**src/rtl/write_back_arb.sv**
```systemverilog
// Write-back arbiter: round-robin merge of NCH result channels into one
// registered register-file write port, with x0 suppression and a retire counter.
module write_back_arb #(
    parameter int XLEN  = 32,
    parameter int XADDR = 5,
    parameter int NCH   = 2
) (
    input  logic                  i_clk,
    input  logic                  i_rst_n,
    input  logic [NCH-1:0]        i_valid,
    input  logic [NCH*XADDR-1:0]  i_rd_addr,
    input  logic [NCH-1:0]        i_rd_write,
    input  logic [NCH*XLEN-1:0]   i_rd_data,
    input  logic                  i_flush,
    output logic [NCH-1:0]        o_ready,
    output logic [XADDR-1:0]      or_rd_addr,
    output logic                  or_rd_write,
    output logic [XLEN-1:0]       or_rd_data,
    output logic                  or_valid,
    output logic [63:0]           or_instret,
    output logic                  or_stall
);

    // A one-bit pointer is kept even for NCH=1; it simply never leaves 0.
    localparam int PTR_W = (NCH > 1) ? $clog2(NCH) : 1;

    logic [PTR_W-1:0] ptr;
    logic [PTR_W-1:0] ptr_next;
    logic [PTR_W-1:0] grant_idx;
    logic             grant_any;
    logic             retire;
    logic             stall_next;
    logic [XADDR-1:0] sel_addr;
    logic [XLEN-1:0]  sel_data;
    logic             sel_write;

    // Search from ptr upward, wrapping, and take the first valid channel.
    always_comb begin
        grant_any = 1'b0;
        grant_idx = '0;
        for (int i = 0; i < NCH; i++) begin
            if (!grant_any && i_valid[(int'(ptr) + i) % NCH]) begin
                grant_any = 1'b1;
                grant_idx = PTR_W'((int'(ptr) + i) % NCH);
            end
        end
    end

    always_comb begin
        o_ready = '0;
        if (i_flush) begin
            o_ready = '1;
        end else if (grant_any) begin
            o_ready[grant_idx] = 1'b1;
        end
    end

    assign retire     = grant_any && !i_flush;
    assign stall_next = ($countones(i_valid) > 1) && !i_flush;
    assign ptr_next   = (grant_idx == PTR_W'(NCH - 1)) ? '0 : grant_idx + 1'b1;

    assign sel_addr  = i_rd_addr[grant_idx*XADDR +: XADDR];
    assign sel_data  = i_rd_data[grant_idx*XLEN +: XLEN];
    assign sel_write = i_rd_write[grant_idx] && (sel_addr != '0);

    // Output register: payload holds when nothing retires, only the
    // qualifiers drop.
    always_ff @(posedge i_clk or negedge i_rst_n) begin
        if (!i_rst_n) begin
            ptr         <= '0;
            or_rd_addr  <= '0;
            or_rd_data  <= '0;
            or_rd_write <= 1'b0;
            or_valid    <= 1'b0;
            or_instret  <= '0;
            or_stall    <= 1'b0;
        end else begin
            or_stall <= stall_next;
            if (retire) begin
                ptr         <= ptr_next;
                or_rd_addr  <= sel_addr;
                or_rd_data  <= sel_data;
                or_rd_write <= sel_write;
                or_valid    <= 1'b1;
                or_instret  <= or_instret + 64'd1;
            end else begin
                or_rd_write <= 1'b0;
                or_valid    <= 1'b0;
            end
        end
    end

endmodule

```
**config.mk**
```make
export PLATFORM = sky130hd
export DESIGN_NAME = write_back_arb
export DESIGN_NICKNAME = d
export VERILOG_FILES = /design/src/rtl/write_back_arb.sv
export SDC_FILE = /design/constraint.sdc
export NUM_CORES = 1
export LEC_CHECK = 0
export ABC_AREA = 1
export CORE_AREA = 2 2 116 118
export DETAILED_ROUTE_END_ITERATION = 6
export DIE_AREA = 0 0 118 120
export PLACE_DENSITY = 0.77
export SLEW_MARGIN = 15
export SYNTH_ARGS = -nofsm -noshare
export SYNTH_HDL_FRONTEND = slang
export SYNTH_SLANG_ARGS = --single-unit
```
**constraint.sdc**
```tcl
create_clock -name i_clk -period 3.9 [get_ports i_clk]
set_input_delay 0.78 -clock i_clk [delete_from_list [all_inputs] [get_ports i_clk]]
set_output_delay 0.78 -clock i_clk [all_outputs]
set_load 0.005 [all_outputs]
```
==> flow_metrics.tcl <==
set metrics [dict create \
    ys_dominant_reg_cell "sky130_fd_sc_hd__dfrtp_1" \
    cts_made_buffers 9 \
    cts_hold_repair.buffers 0 \
    crit_fanout 43 \
    core_um2 13000 \
    cp-end-kind "primary output" \
    synth_edf_count 0 \
    synth_top_cells_by_area "sky130_fd_sc_hd__dfrtp_1, sky130_fd_sc_hd__nand2_1, sky130_fd_sc_hd__nor2_1" \
    leak_nw 3.42 \
    post-cts-setup-buffers 0 \
    detail-route-antenna-nets 0 \
    finalWeightedCongestion 0.902 \
    post_dp_cell_area_um2 7790 \
    hold_ws_ps 482 \
    post_cts.resized_instances 0 \
    synth.ff_latch_count 105 \
    synth.yosys.warnings 0 \
    start_util_pct 44.2 \
    postSynthCellCount 733 \
    number_of_global_route_vias_before_repair 5226 \
    fp-row-count 42 \
    r2r.worst_path.cells 10 \
    floorplan.die.height_um 120 \
    r2r_end "or_instret[52]$_DFFE_PN0P_" \
    synth_area_um2 5730 \
    outcome "completed" \
    max_frequency_mhz 317 \
    final_core_area_utilization_pct 62.1 \
    global_route_total_overflow 0 \
    place_hpwl_um 13000 \
    slew_headroom_pct 52.1 \
    buffer_ports.inserted 186 \
    setup_viol 0 \
    viasPerCell 4.99 \
    number_of_remaining_drc_errors 0 \
    arr_time_crit_path_ps 2380 \
    clock_tree.root_cell "sky130_fd_sc_hd__clkbuf_16" \
    sum_of_negative_setup_slack_ps 0 \
    tightestPinTransition_ps 718 \
    peakVddDrop_mv 0.222 \
    ys_seq_area_share_pct 45.8 \
    critical_path_class "in2out" \
    final_period_minus_worst_setup_slack_ps 3160 \
    die_width_um 118 \
    drt_pass1_iterations 5 \
    regToRegStartpoint "or_instret[0]$_DFFE_PN0P_" \
    holdCritPathClass "in2async" \
    synthesis.area_per_instance_um2 7.82 \
    final-max-slew-violation-count 0 \
    h-tree-depth 3 \
    clock-skew-final_ps 6.90 \
    maximum_number_of_pins_on_one_net_before_global_route_repair 57 \
    final_hold_viol_count 0 \
    die-area_um2 14200 \
    postSynth.asyncResetShare_pct 100 \
    timing.max_cap.violations 0 \
    syn-num-nets 815 \
    yosys.area.top_type_share_pct 45.8 \
    critical_path.startpoint "i_valid[0]" \
    cp.required_ps 3120 \
    cts_buffer_depth 2 \
    layout.nets 1002 \
    routed_wirelength_um 16800 \
    netlist_top_cells_count "sky130_fd_sc_hd__nand2_1, sky130_fd_sc_hd__nor2_1, sky130_fd_sc_hd__dfrtp_1, sky130_fd_sc_hd__o21ai_0, sky130_fd_sc_hd__inv_1" \
    timing.critical_path.from_type "input pin" \
    layout-drive-gt1-share_pct 8.67 \
    rrSetupSlack_ps 2030 \
    power-per-cell-area_nw_per_um2 328 \
    cts_tree "yes" \
    yosysMostFrequentCell "sky130_fd_sc_hd__nand2_1" \
    grtUsageTotal_pct 24.4 \
    cts.sinks 105 \
    synthToLayoutAreaGrowth_pct 40.6 \
    ys_types 31 \
    worst_skew_pair.late_latency_ps 350 \
    diodes 0 \
    detailedRoute.firstIterationViolations 448 \
    period_share_pct 80.9 \
    initial_antenna_violation_count 0 \
    grt_first_pass_wirelength_um 27100 \
    design_area_um2 8060 \
    num_vias 5484 \
    synth.largest_area_cell "sky130_fd_sc_hd__dfrtp_1" \
    routed_wire_length_per_instance_um 15.3 \
    grt_setup_unrepaired "no" \
    ios 187 \
    cts.clk_slew.worst_paths_ps 70 \
]
==> critical path, cell delays in order <==
cell                              delay [ps]
sky130_fd_sc_hd__clkdlybuf4s50_1         530
sky130_fd_sc_hd__nand2_1                  70
sky130_fd_sc_hd__nand2_1                  80
sky130_fd_sc_hd__buf_4                   350
sky130_fd_sc_hd__nand2_1                  90
sky130_fd_sc_hd__clkdlybuf4s50_1         450
==> worst max path at each step <==
| stage | to | slack, ps | cells past startpoint |
|---|---|---|---|
| global route | o_ready[1] | 650 | 6 |
| CTS | o_ready[1] | 750 | 6 |
| global placement | o_ready[1] | 760 | 6 |
| detailed placement | o_ready[1] | 760 | 6 |
| finish | o_ready[1] | 740 | 6 |
| floorplan | o_ready[0] | 1570 | 5 |
==> power by group <==
| group | internal [W] | switching (W) | total [W] |
|---|---|---|---|
| combinational | 0.000296 | 0.000234 | 0.000530 |
| clock | 0.000459 | 0.000399 | 0.000858 |
| sequential | 0.00118 | 0.0000784 | 0.00126 |
| total | 0.00193 | 0.000712 | 0.00265 |
==> final cells by class <==
cell class / instances / area (um^2)
repair buffers: 191 / 1900
clock inverters: 3 / 17.5
well taps: 176 / 220
flip-flops and latches: 105 / 2630
fillers: 1146 / 4920
inverters: 58 / 219
clock buffers: 11 / 253
multi-input cells: 555 / 2830
==> state kept, by name (all words and copies together) (netlist names) <==
register     cells
ptr              1
or_valid         1
or_stall         1
or_rd_write      1
or_rd_addr       5
or_instret      64
or_rd_data      32
==> logic make-up (layout without fill, tap and decap cells) <==
kind of cell,Yosys count,after routing,synth area share [%]
compound gates,85,85,7.55
xor+xnor,42,42,6.55
fa+ha+maj,1,1,0.218
buf+inv,73,263,4.89
flops,105,105,45.8
simple gates,427,427,35.0
==> placed cells by master (no fill, tap or decap), drive strengths merged <==
master | Yosys | layout
nand2 | 216 | 216
clkdlybuf4s50 | 0 | 185
nor2 | 143 | 143
dfrtp | 105 | 105
o21ai | 82 | 82
inv | 55 | 55
nand3 | 29 | 29
xnor2 | 25 | 25
nand4 | 20 | 20
xor2 | 17 | 17
clkbuf | 9 | 11
nor3 | 10 | 10
nand3b | 6 | 6
buf | 6 | 6
clkinv | 3 | 5
o21bai | 3 | 3
or2 | 2 | 2
and2 | 1 | 1
ha | 1 | 1
clkinvlp | 0 | 1
==> stage by stage <==
| stage | power (W) | worst slack, ps | instances |
|---|---|---|---|
| after floorplan | 0.00145 | 1570 | 733 |
| after detailed placement | 0.00181 | 765 | 1085 |
| final | 0.00265 | 745 | 1099 |
| after global placement | 0.00180 | 760 | 1085 |
| after global routing | 0.00277 | 648 | 1099 |
| after CTS | 0.00267 | 746 | 1099 |
==> layer usage <==
metal  vias to the layer above  track usage, %  routed length, um
li1                       2703               -                  -
met1                      2543            31.8               7130
met2                       204            39.5               8180
met3                        34            5.66               1090
met4                         0            9.79                439
met5                         -               0                  0
(Power assumes the default switching activity.)
